--- config.mk ---
export PLATFORM = sky130hd
export DESIGN_NAME = uart_rx_data_sampler
export DESIGN_NICKNAME = d
export VERILOG_FILES = /design/src/rtl/uart_rx_data_sampler.sv
export SDC_FILE = /design/constraint.sdc
export NUM_CORES = 1
export LEC_CHECK = 0
export BUFFER_PORTS_ARGS = -buffer_cell sky130_fd_sc_hd__buf_4
export CAP_MARGIN = 20
export CORE_MARGIN = 3
export CORE_UTILIZATION = 30
export CTS_CLUSTER_DIAMETER = 150
export DETAILED_ROUTE_END_ITERATION = 16
export PLACE_DENSITY_LB_ADDON = 0.15
export SLEW_MARGIN = 5
export SYNTH_ARGS = -nofsm -noshare
export SYNTH_HDL_FRONTEND = slang
export SYNTH_SLANG_ARGS = --single-unit
--- constraint.sdc ---
create_clock -name DatSmp_CLK -period 2.7 [get_ports DatSmp_CLK]
set_input_delay 0.27 -clock DatSmp_CLK [delete_from_list [all_inputs] [get_ports DatSmp_CLK]]
set_output_delay 0.27 -clock DatSmp_CLK [all_outputs]
set_load 0.02 [all_outputs]
--- src/rtl/uart_rx_data_sampler.sv ---
`default_nettype none
// ============================================================================
//  Module   : uart_rx_data_sampler
//  Purpose  : Oversampling front end of the UART receiver. Counts edges
//             within each bit period, captures the serial line at three
//             mid-bit points and resolves them by majority vote into one
//             sample per bit, flagged by a one-cycle valid strobe.
//  Ports    :
//    DatSmp_CLK          in   oversampling clock
//    DatSmp_RST          in   synchronous active-low reset
//    DatSmp_RX_IN        in   serial line (idle high, pre-synchronised)
//    DatSmp_Prescale     in   oversampling ratio (8/16/32, else treated as 8)
//    DatSmp_dat_samp_en  in   sampling enable from the RX FSM
//    DatSmp_edge_cnt     out  edge count within the current bit, 0..P-1
//    DatSmp_bit_tick     out  pulse on the last edge of each bit period
//    DatSmp_sample       out  majority-voted bit
//    DatSmp_Sample_Valid out  one-cycle strobe qualifying DatSmp_sample
//  Revision : 1.0 - initial release
// ============================================================================
module uart_rx_data_sampler #(
    parameter int CNT_W = 6
) (
    input  logic             DatSmp_CLK,
    input  logic             DatSmp_RST,
    input  logic             DatSmp_RX_IN,
    input  logic [CNT_W-1:0] DatSmp_Prescale,
    input  logic             DatSmp_dat_samp_en,
    output logic [CNT_W-1:0] DatSmp_edge_cnt,
    output logic             DatSmp_bit_tick,
    output logic             DatSmp_sample,
    output logic             DatSmp_Sample_Valid
);

    localparam logic [CNT_W-1:0] c_one = CNT_W'(1);
    localparam logic [CNT_W-1:0] c_p8  = CNT_W'(8);
    localparam logic [CNT_W-1:0] c_p16 = CNT_W'(16);
    localparam logic [CNT_W-1:0] c_p32 = CNT_W'(32);

    logic [CNT_W-1:0] r_prescale;
    logic [CNT_W-1:0] r_edgeCnt;
    logic             r_enPrev;
    logic             r_s0;
    logic             r_s1;
    logic             r_sample;
    logic             r_sampleValid;

    logic [CNT_W-1:0] w_decodedP;
    logic [CNT_W-1:0] w_effP;
    logic [CNT_W-1:0] w_lastCnt;
    logic [CNT_W-1:0] w_half;
    logic             w_firstEn;
    logic             w_vote;

    // Unsupported ratios fall back to the smallest legal one.
    always_comb begin
        w_decodedP = c_p8;
        case (DatSmp_Prescale)
            c_p16:   w_decodedP = c_p16;
            c_p32:   w_decodedP = c_p32;
            default: w_decodedP = c_p8;
        endcase
    end

    // In the first enabled cycle the latch has not been written yet, so the
    // freshly decoded ratio is used directly for that cycle's comparisons.
    assign w_firstEn = DatSmp_dat_samp_en & ~r_enPrev;
    assign w_effP    = w_firstEn ? w_decodedP : r_prescale;
    assign w_lastCnt = w_effP - c_one;
    assign w_half    = w_effP >> 1;

    // The third sample point is the live line value, not a stored copy.
    assign w_vote = (r_s0 & r_s1) | (r_s0 & DatSmp_RX_IN) | (r_s1 & DatSmp_RX_IN);

    always_ff @(posedge DatSmp_CLK) begin
        if (!DatSmp_RST) begin
            r_prescale    <= '0;
            r_edgeCnt     <= '0;
            r_enPrev      <= 1'b0;
            r_s0          <= 1'b0;
            r_s1          <= 1'b0;
            r_sample      <= 1'b0;
            r_sampleValid <= 1'b0;
        end else begin
            r_enPrev <= DatSmp_dat_samp_en;
            if (w_firstEn) begin
                r_prescale <= w_decodedP;
            end
            if (!DatSmp_dat_samp_en) begin
                // Disabling abandons any partial vote and clears the result.
                r_edgeCnt     <= '0;
                r_s0          <= 1'b0;
                r_s1          <= 1'b0;
                r_sample      <= 1'b0;
                r_sampleValid <= 1'b0;
            end else begin
                r_edgeCnt     <= (r_edgeCnt == w_lastCnt) ? '0 : r_edgeCnt + c_one;
                r_sampleValid <= 1'b0;
                if (r_edgeCnt == w_half - c_one) begin
                    r_s0 <= DatSmp_RX_IN;
                end
                if (r_edgeCnt == w_half) begin
                    r_s1 <= DatSmp_RX_IN;
                end
                if (r_edgeCnt == w_half + c_one) begin
                    r_sample      <= w_vote;
                    r_sampleValid <= 1'b1;
                end
            end
        end
    end

    assign DatSmp_edge_cnt     = r_edgeCnt;
    assign DatSmp_bit_tick     = DatSmp_dat_samp_en & (r_edgeCnt == w_lastCnt);
    assign DatSmp_sample       = r_sample;
    assign DatSmp_Sample_Valid = r_sampleValid;

endmodule
`default_nettype wire

**Yosys cells after proc, flatten, opt, wreduce, memory -nomap -nowiden**

Index checks and enable logic that the tools add are counted.

- Register bits after elaboration: 17
- Input port bits: 10
- Output and inout port bits: 9

- Add/sub/neg operators: 4
- Equal/unequal tests: 6
- Mux-type cells: 3
- Bitwise operators: 10
- Reductions and logical operators: 2

Operators with widths:

| cell | number |
|---|---|
| $eq A6 B6 Y1 | 3 |
| $pmux W6 S2 | 1 |
| $add A5 B1 Y6 const B | 1 |
| $add A6 B1 Y6 const B | 1 |
| $eq A6 B5 Y1 | 1 |
| $eq A6 B5 Y1 const B | 1 |
| $eq A6 B6 Y1 const B | 1 |
| $mux W6 | 1 |
| $sub A5 B1 Y6 const B | 1 |
| $sub A6 B1 Y6 const B | 1 |
| $and A1 B1 Y1 | 5 |
| $not A1 Y1 | 3 |
| $reduce_or A3 Y1 | 1 |
| $or A1 B1 Y1 | 2 |
| $reduce_and A2 Y1 | 1 |
| $mux W1 | 1 |

**Depth between registers and ports, before layout**

Gate-level depths: netlist (run 1).

- Word-level depth: 6
- Mapped depth: 11
- Mapped depth without buffers: 9

**Worst setup path after synthesis (run 1)**

Ideal clock, no wire load.

- Kind: register -> output
- From: reg r_enPrev
- To: out DatSmp_bit_tick
- Data arrival time: 2695 ps
- Setup slack: -265 ps
- Cell stages (with the launch flop): 12
- Path buffers: 2
- Cells stage by stage: dfxtp_1 > nand2b_1 > buf_4 > clkbuf_1 > nand2_1 > ha_1 > a21boi_2 > xor2_1 > or4_1 > a31o_2 > a21oi_4 > and2_1

- Word-level cells in the longest chain between the ends: 6

Ends and longest elaborated chain:

| item | RTL line | text |
|---|---|---|
| start: declaration | 41 | `logic r_enPrev;` |
| start signal: assignment | 84 | `r_enPrev <= DatSmp_dat_samp_en;` |
| $not A1 Y1 | 66 | `assign w_firstEn = DatSmp_dat_samp_en & ~r_enPrev;` |
| $and A1 B1 Y1 | 66 |  |
| $mux W6 | -- |  |
| $sub A6 B1 Y6 | 68 | `assign w_lastCnt = w_effP - c_one;` |
| $eq A6 B6 Y1 | 113 | `assign DatSmp_bit_tick = DatSmp_dat_samp_en & (r_edgeCnt == w_lastCnt);` |
| $and A1 B1 Y1 | 113 |  |
| end: declaration | 29 | `output logic DatSmp_bit_tick,` |

No other way between the ends.

**Worst setup path after layout (run 1)**

Same ends and word-level chain as after synthesis.

==> results of run 1 <==
## kinds of logic (layout without fill, tap and decap cells)
logic type / count (synthesis) / count (layout)
adder cells (fa/ha/maj): 5 / 5
flip-flops: 17 / 17
AO/OA/AOI/OAI: 21 / 21
XOR/XNOR: 26 / 26
multiplexers: 2 / 2
buffers and inverters: 13 / 41
AND/OR/NAND/NOR: 60 / 60
## power by group
| group | internal (mW) | switching (mW) | total (mW) |
|---|---|---|---|
| Combinational | 0.0487 | 0.0552 | 0.104 |
| Sequential | 0.256 | 0.00842 | 0.264 |
| Clock | 0.105 | 0.0917 | 0.197 |
| Total | 0.409 | 0.155 | 0.565 |
## timing repair
item | CTS | global route
endpoints found under the setup margin | 1 | 1
pin swaps | 4 | 7
gates resized for setup | 3 | 8
buffers inserted | 4 | 4
## synth_stat cells (all sizes together) (3+ instances only)
master  instances
a21oi           5
and3            6
clkbuf          7
dfxtp          17
ha              4
inv             4
nand2          10
nand3           8
nand4           3
nor2            7
nor3            9
nor4bb          3
o21ai           3
xnor2          13
xor2           13
## state kept, by name (all words and copies together) (netlist names)
| name | count |
|---|---|
| DatSmp_edge_cnt | 6 |
| r_prescale | 6 |
| DatSmp_Sample_Valid | 1 |
| DatSmp_sample | 1 |
| r_enPrev | 1 |
| r_s0 | 1 |
| r_s1 | 1 |
## per-stage QoR
step	TNS, ns	util [%]	cells	setup slack, ns
final	0	41.5	222	0.0749
after global routing	-0.0151	41.5	222	-0.0151
after CTS	0	39.7	218	0.00870
after detailed placement	0	37.5	210	0.129
after global placement	0	37.5	210	0.178
after floorplan	0	-	144	0.0142
## per-layer routing
layer / up-vias / GRT usage, % / part of all wire [%]
li1: 573 / - / -
met1: 568 / 17.1 / 47
met2: 26 / 22.2 / 47
met3: 4 / 2.13 / 4.4
met4: 0 / 5.01 / 1.4
met5: - / 0 / 0
## final timing paths
kind / depth (start not counted) / endpoint / slack (ns) / startpoint
hold / removal: 2 / r_s0$_SDFFE_PN0N_ / 0.27 / DatSmp_RX_IN
hold reg to reg: 2 / r_s1$_SDFFE_PN0N_ / 0.52 / r_s1$_SDFFE_PN0N_
setup / recovery: 9 / DatSmp_bit_tick / 0.07 / r_enPrev$_SDFF_PN0_
setup reg to reg: 10 / DatSmp_edge_cnt[0]$_SDFF_PP0_ / 0.42 / r_enPrev$_SDFF_PN0_
## layout make-up
class	count	area share, %
multi-input cells	114	57.0
flip-flops and latches	17	20.4
repair buffers	33	15.3
clock buffers	4	2.69
inverters	4	0.898
well taps	50	3.74
==> impl_metrics.py, run 1 <==
metrics = {
    "synthesis": {
        "syn_avg_cell_area_um2": 8.81,
        "synth.area.top_cells": "dfxtp_1 (27%), xor2_1 (9.0%), xnor2_1 (8.3%)",
        "post_synth_num_cell_types": 48,
        "share_of_flip_flops_with_an_asynchronous_set_or_reset_pct": 0,
        "main_combinational_cell_family_by_area_after_synthesis": "simple AND/OR/NAND/NOR gates",
        "post_synth_inst_count": 144,
        "area_fraction_in_and_or_nand_and_nor_cells_after_synthesis_pct": 29.7,
        "synth-seq-area-share_pct": 26.8,
        "synth-xor-area-share_pct": 18.5,
        "synth_adder_area_share_pct": 4.73,
        "synth_area_in_compound_gates_pct": 14.5,
        "synthesis.area_um2": 1270,
        "synth_mux_area_share_pct": 1.58,
        "yosysTopAreaCell": "dfxtp_1",
        "yosys.area.top_type_share_pct": 26.8,
        "synth-seq-cells": 17,
        "syn-num-nets": 158,
        "number_of_enable_type_register_cells_in_the_synthesized_netlist": 0,
        "synthFlopType": "dfxtp_1",
        "yosys_warnings": 0,
    },
    "critical_path": {
        "data_required_time_at_the_worst_endpoint_ns": 2.43,
        "worstSetupEndpointType": "output pin",
        "worst_setup_path_start_kind": "register",
        "number_of_buffers_and_inverters_on_the_critical_path": 1,
        "cp_top_family": "simple AND/OR/NAND/NOR gates",
        "critical-path-max-stage-delay_ns": 0.46,
        "path_class": "register to output pin",
        "arrival_ns": 2.36,
        "cells_along_the_critical_path": "nand2b_4 -> nand2_1 -> ha_4 -> nor2b_1 -> or4_1 -> a31o_2 -> a21oi_4 -> and2_4 -> buf_6",
        "critical_path_slowest_stage_cell": "or4_1",
        "critPathMaxFanout": 5,
    },
    "floorplan": {
        "initial_utilization_pct": 31.5,
        "top_level_ports": 19,
        "die_area_um2": 5050,
        "fp-row-count": 23,
        "die_outline_width_um": 71.0,
        "die-height_um": 71.0,
        "placeableCoreArea_um2": 4030,
    },
    "timing": {
        "hold_violations": 0,
        "max_clock_freq_mhz": 381,
        "grt_setup_unrepaired": "yes",
        "whs_ns": 0.275,
        "finalSetupViolations": 0,
        "timing_worst_slew_pin_value_ns": 0.506,
        "layout_min_cycle_time_ns": 2.63,
        "drv_slew": 0,
        "worst_case_headroom_to_the_max_slew_limit_pct": 66.2,
        "post_route_skew_ns": 0.00126,
        "timing.final.crit_share_pct": 97.2,
    },
    "worst_hold_path": {
        "min_path_type": "input port to register",
    },
    "placement": {
        "routabilityCongestion": 0.923,
        "place.port_buffers": 18,
        "postPlaceCellArea_um2": 1510,
        "detailedPlacementHpwl_mm": 2.54,
    },
    "cts": {
        "clkSinkCount": 17,
        "worst_setup_hold_path_clk_slew_ns": 0.07,
        "cts_tree": "yes",
        "postCtsHoldBufs": 0,
        "htreeDepth": 1,
        "cts_root_buf": "clkbuf_8",
        "number_of_clock_buffers_inserted_by_tritoncts": 3,
        "clock_tree.buffer_depth": 2,
        "clock_insertion_delay_worst_skew_ns": 0.26,
    },
    "finish": {
        "sequential_cell_area_um2": 342,
        "nFillCells": 418,
        "diodes": 0,
        "final_nets": 187,
        "layout_common_cells": "buf_4 (31), dfxtp_1 (16), xor2_1 (13)",
        "area.growth.synth_to_final_pct": 31.8,
        "mostFrequentLayoutCell": "buf_4",
        "final_layout_size_suffix_gt1_share_pct": 36.0,
        "multiInputGateArea_um2": 952,
        "finish.instance_area_um2": 1670,
    },
    "status": {
        "outcome": "finished, final reports clean",
    },
    "routing": {
        "length_of_the_first_detailed_routing_pass_in_iterations": 4,
        "wirelength_mm": 3.41,
        "drt-initial-drc-count": 71,
        "antenna_violating_nets_post_route": 0,
        "post_drt_via_cell_ratio": 5.27,
        "final_routed_drc_violation_total": 0,
        "detailroute.via_count": 1171,
        "avgRoutedWirePerCell_um": 15.4,
    },
    "global_routing": {
        "grt_antenna_before_repair": 0,
        "grt_pass1_vias": 1129,
        "total_congestion_overflow_after_global_routing": 0,
        "wire_length_of_the_first_global_routing_pass_mm": 5.27,
        "grt_max_degree": 16,
        "globalRouteTotalUtil_pct": 13.3,
    },
    "pwr": {
        "pwr_density_cell_nw_per_um2": 338,
        "leakage_power_summed_over_all_cells_nw": 0.738,
        "fin_total_pwr_mw": 0.565,
        "vdd_ir_drop_max_mv": 0.267,
    },
    "flow_run": {
        "max_cap_violations": 0,
    },
}
Power figures use the tool's default switching activity.
==> inputs of run 2 (changes only) <==
--- a/config.mk
+++ b/config.mk
@@ -5,6 +5,7 @@
 export SDC_FILE = /design/constraint.sdc
 export NUM_CORES = 1
 export LEC_CHECK = 0
+export ABC_CLOCK_PERIOD_IN_PS = 2700
 export BUFFER_PORTS_ARGS = -buffer_cell sky130_fd_sc_hd__buf_4
 export CAP_MARGIN = 20
 export CORE_MARGIN = 3
@@ -12,6 +13,7 @@
 export CTS_CLUSTER_DIAMETER = 150
 export DETAILED_ROUTE_END_ITERATION = 16
 export PLACE_DENSITY_LB_ADDON = 0.15
+export SETUP_SLACK_MARGIN = 0.15
 export SLEW_MARGIN = 5
 export SYNTH_ARGS = -nofsm -noshare
 export SYNTH_HDL_FRONTEND = slang
==> impl_metrics.py, run 2 (synthesis gave the netlist of run 1 again) <==
metrics = {
    "routing": {
        "antenna_violating_nets_post_route": 0,
        "avgRoutedWirePerCell_um": 14.6,
        "detailroute.via_count": 1147,
        "drt-initial-drc-count": 43,
        "length_of_the_first_detailed_routing_pass_in_iterations": 4,
        "post_drt_via_cell_ratio": 5.14,
        "final_routed_drc_violation_total": 0,
        "wirelength_mm": 3.26,
    },
    "timing": {
        "finalSetupViolations": 0,
        "timing_worst_slew_pin_value_ns": 0.416,
        "worst_case_headroom_to_the_max_slew_limit_pct": 71.9,
        "timing.final.crit_share_pct": 98.4,
        "drv_slew": 0,
        "max_clock_freq_mhz": 377,
        "layout_setup_ws_ns": 0.0445,
        "hold_violations": 0,
        "whs_ns": 0.266,
        "grt_setup_unrepaired": "yes",
        "layout_min_cycle_time_ns": 2.66,
        "post_route_skew_ns": 0.00122,
    },
    "cts": {
        "cts_tree": "yes",
        "clkSinkCount": 17,
        "clock_insertion_delay_worst_skew_ns": 0.25,
        "cts_root_buf": "clkbuf_8",
        "worst_setup_hold_path_clk_slew_ns": 0.06,
        "clock_tree.buffer_depth": 2,
        "number_of_clock_buffers_inserted_by_tritoncts": 3,
        "postCtsHoldBufs": 0,
        "htreeDepth": 1,
    },
    "finish": {
        "area.growth.synth_to_final_pct": 33.0,
        "final_layout_size_suffix_gt1_share_pct": 36.4,
        "fin_util_pct": 41.9,
        "diodes": 0,
        "mostFrequentLayoutCell": "buf_4",
        "layout_common_cells": "buf_4 (31), dfxtp_1 (15), xor2_1 (12), xnor2_1 (12), nor3_1 (8)",
        "final_nets": 188,
    },
    "pwr": {
        "leakage_power_summed_over_all_cells_nw": 0.760,
        "vdd_ir_drop_max_mv": 0.210,
        "pwr_density_cell_nw_per_um2": 331,
    },
    "global_routing": {
        "wire_length_of_the_first_global_routing_pass_mm": 5.40,
        "grt_antenna_before_repair": 0,
        "globalRouteTotalUtil_pct": 13.4,
        "grt_max_degree": 16,
        "grt_pass1_vias": 1127,
        "total_congestion_overflow_after_global_routing": 0,
    },
    "placement": {
        "detailedPlacementHpwl_mm": 2.45,
        "routabilityCongestion": 0.818,
        "place.port_buffers": 18,
        "pre_cts_slack_ns": 0.133,
    },
    "critical_path": {
        "path_class": "register to output pin",
        "data_required_time_at_the_worst_endpoint_ns": 2.43,
        "critPathMaxFanout": 4,
        "cells_along_the_critical_path": "nand2b_4 -> nand2_4 -> buf_6 -> ha_4 -> nor2b_4 -> or4_1 -> a31o_2 -> a21oi_4 -> and2_4 -> buf_6",
        "critical_path_slowest_stage_cell": "or4_1",
        "worstSetupEndpointType": "output pin",
        "worst_setup_path_start_kind": "register",
        "path_common_cell": "buf_6",
        "critical-path-max-stage-delay_ns": 0.47,
        "arrival_ns": 2.39,
    },
    "floorplan": {
        "die-height_um": 71.0,
        "initial_utilization_pct": 31.5,
        "die_area_um2": 5050,
        "fp-row-count": 23,
        "die_outline_width_um": 71.0,
        "top_level_ports": 19,
        "placeableCoreArea_um2": 4030,
    },
    "worst_hold_path": {
        "min_path_type": "input port to register",
    },
    "status": {
        "outcome": "finished, final reports clean",
    },
    "flow_run": {
        "max_cap_violations": 0,
    },
}
run 2: cell types whose count changed in the layout (fill, tap and decap cells not counted), sizes merged:
cell	delta
buf	+1
run 2: power by group:
group | switching, mW | internal, mW | total (mW)
clock network | 0.0874 | 0.105 | 0.192
logic | 0.0545 | 0.0478 | 0.102
registers | 0.00787 | 0.256 | 0.264
total | 0.150 | 0.408 | 0.558
run 2: final timing paths:
check | startpoint | to | slack (ns) | depth (start not counted)
max | r_enPrev$_SDFF_PN0_ | DatSmp_bit_tick | 0.04 | 10
min | DatSmp_RX_IN | r_s0$_SDFFE_PN0N_ | 0.27 | 2
max reg2reg | r_enPrev$_SDFF_PN0_ | DatSmp_edge_cnt[0]$_SDFF_PP0_ | 0.39 | 11
min reg2reg | r_s1$_SDFFE_PN0N_ | r_s1$_SDFFE_PN0N_ | 0.53 | 2
run 2: routing by layer:
metal	share of wire (%)	global-route usage, %
met3	5.0	1.99
met5	0	0
met2	47	21.8
met4	1.8	3.76
met1	46	18.5
run 2: worst max-delay path: cells and delay by family (launching register included):
kind	cells	cell delay (ns)
flip-flops	1	0.33
adder cells (fa/ha/maj)	1	0.15
AND/OR/NAND/NOR	5	0.98
buffers and inverters	2	0.24
AO/OA/AOI/OAI	2	0.43
run 2: layout make-up:
type | count | area (µm²)
Clock buffer | 4 | 45.0
Inverter | 4 | 15.0
Multi-Input combinational cell | 114 | 956
Tap cell | 50 | 62.6
Fill cell | 436 | 2340
Sequential cell | 17 | 343
Timing Repair Buffer | 34 | 267
run 2: timing repair:
| item | in CTS | in global routing |
|---|---|---|
| resized for setup | 3 | 8 |
| cloned | 0 | 0 |
| pin swaps | 7 | 7 |
| setup endpoints to repair | 1 | 1 |
| buffers inserted | 6 | 3 |
run 2: metrics by stage:
step           area, µm²  total power, mW  std cells  TNS (ns)
3_5_place_dp        1530            0.367        210         0
2_1_floorplan       1330            0.336        144         0
3_3_place_gp        1530            0.367        210         0
4_1_cts             1630            0.565        220         0
6_report            1690            0.558        223         0
5_1_grt             1690            0.591        223   -0.0326
==> inputs of run 3 (changes only) <==
--- a/config.mk
+++ b/config.mk
@@ -9,7 +9,7 @@
 export BUFFER_PORTS_ARGS = -buffer_cell sky130_fd_sc_hd__buf_4
 export CAP_MARGIN = 20
 export CORE_MARGIN = 3
-export CORE_UTILIZATION = 30
+export CORE_UTILIZATION = 43
 export CTS_CLUSTER_DIAMETER = 150
 export DETAILED_ROUTE_END_ITERATION = 16
 export PLACE_DENSITY_LB_ADDON = 0.15
==> impl_metrics.py, run 3 (synthesis gave the netlist of run 1 again) <==
metrics = {
    "cts": {
        "clock_tree.buffer_depth": 2,
        "postCtsHoldBufs": 0,
        "clock_insertion_delay_worst_skew_ns": 0.30,
        "number_of_clock_buffers_inserted_by_tritoncts": 3,
        "clkSinkCount": 17,
        "cts_root_buf": "clkbuf_4",
        "htreeDepth": 1,
        "cts_tree": "yes",
        "worst_setup_hold_path_clk_slew_ns": 0.09,
    },
    "timing": {
        "timing_worst_slew_pin_value_ns": 0.463,
        "layout_min_cycle_time_ns": 2.61,
        "max_clock_freq_mhz": 383,
        "fin_tns_setup_ns": 0,
        "hold_violations": 0,
        "finalSetupViolations": 0,
        "worst_case_headroom_to_the_max_slew_limit_pct": 69.1,
        "grt_setup_unrepaired": "yes",
        "post_route_skew_ns": 0.00730,
        "timing.final.crit_share_pct": 96.6,
        "drv_slew": 0,
    },
    "placement": {
        "place.port_buffers": 18,
        "detailedPlacementHpwl_mm": 2.36,
        "routabilityCongestion": 0.891,
        "postPlaceCellArea_um2": 1490,
        "dpl.cell_count": 189,
    },
    "routing": {
        "length_of_the_first_detailed_routing_pass_in_iterations": 4,
        "antenna_violating_nets_post_route": 0,
        "post_drt_via_cell_ratio": 5.76,
        "detailroute.via_count": 1140,
        "final_routed_drc_violation_total": 0,
        "wirelength_mm": 3.13,
        "avgRoutedWirePerCell_um": 15.8,
        "drt-initial-drc-count": 98,
    },
    "critical_path": {
        "worst_setup_path_start_kind": "register",
        "worst-r2r-setup-slack_ns": 0.48,
        "arrival_ns": 2.34,
        "critPathMaxFanout": 5,
        "worstSetupEndpointType": "output pin",
        "path_class": "register to output pin",
        "data_required_time_at_the_worst_endpoint_ns": 2.43,
    },
    "floorplan": {
        "die-height_um": 60.3,
        "die_area_um2": 3640,
        "die_outline_width_um": 60.3,
        "initial_utilization_pct": 45.6,
        "placeableCoreArea_um2": 2780,
        "top_level_ports": 19,
        "fp-row-count": 19,
    },
    "finish": {
        "layout_common_cells": "buf_4 (27), dfxtp_1 (15), xor2_1 (12), xnor2_1 (12)",
        "final_layout_size_suffix_gt1_share_pct": 32.9,
        "finish.cell_count_without_fillers": 198,
        "diodes": 0,
        "area.growth.synth_to_final_pct": 23.6,
        "finish.instance_area_um2": 1570,
        "nFillCells": 258,
        "fin_util_pct": 56.4,
        "final_nets": 182,
        "mostFrequentLayoutCell": "buf_4",
    },
    "pwr": {
        "leakage_power_summed_over_all_cells_nw": 0.703,
        "pwr_density_cell_nw_per_um2": 321,
        "vdd_ir_drop_max_mv": 0.310,
    },
    "flow_run": {
        "max_cap_violations": 0,
    },
    "global_routing": {
        "grt_pass1_vias": 1125,
        "grt_antenna_before_repair": 0,
        "wire_length_of_the_first_global_routing_pass_mm": 5.24,
        "grt_max_degree": 16,
        "total_congestion_overflow_after_global_routing": 0,
        "globalRouteTotalUtil_pct": 19.5,
    },
    "worst_hold_path": {
        "min_path_type": "input port to register",
    },
    "status": {
        "outcome": "finished, final reports clean",
    },
}
## run 3: final timing paths
| path | startpoint | to | cells after the start |
|---|---|---|---|
| worst max-delay path | r_enPrev$_SDFF_PN0_ | DatSmp_bit_tick | 10 |
| worst max register to register | r_enPrev$_SDFF_PN0_ | DatSmp_edge_cnt[4]$_SDFF_PP0_ | 11 |
| worst min-delay path | DatSmp_RX_IN | r_s1$_SDFFE_PN0N_ | 3 |
| worst min register to register | r_s1$_SDFFE_PN0N_ | r_s1$_SDFFE_PN0N_ | 2 |
## run 3: cell type report
| cell class | count | area (µm²) | area share (%) |
|---|---|---|---|
| sequential | 17 | 343 | 21.9 |
| tap | 31 | 38.8 | 2.47 |
| timing repair buffer | 28 | 214 | 13.6 |
| multi-input combinational | 114 | 931 | 59.4 |
| inverter | 4 | 15.0 | 0.958 |
| clock buffer | 4 | 26.3 | 1.68 |
## run 3: metal layers
layer	up-vias	global-route usage, %	share of wire (%)
li1	562	-	-
met1	547	25.8	47
met2	24	31.3	47
met3	7	3.24	3.8
met4	0	8.23	1.8
met5	-	0	0
## run 3: stage by stage
stage	power, mW	worst slack, ns	hold WS [ns]
after floorplan	0.336	0.0995	0.398
after global placement	0.365	0.203	0.487
after detailed placement	0.366	0.158	0.492
after CTS	0.506	0.0759	0.225
after global routing	0.525	-0.0290	0.232
final	0.503	0.0905	0.233
## run 3: worst max-delay path, stage by stage, from the launching register on
cell,delay (ns)
dfxtp_2,0.34
nand2b_4,0.16
nand2_4,0.07
ha_4,0.16
a21boi_4,0.14
xor2_2,0.15
or4_1,0.40
a31o_2,0.26
a21oi_4,0.12
and2_4,0.15
buf_6,0.10
## run 3: report_power, final
group | internal, mW | switching (mW)
sequential | 0.255 | 0.00775
combinational | 0.0463 | 0.0536
clock | 0.0576 | 0.0826
total | 0.359 | 0.144
## run 3: repair_timing
action / 4_1_cts / 5_1_grt
endpoints found under the setup margin: 1 / 1
buffers inserted: 5 / 0
gates resized for setup: 5 / 0
pin swaps: 6 / 0
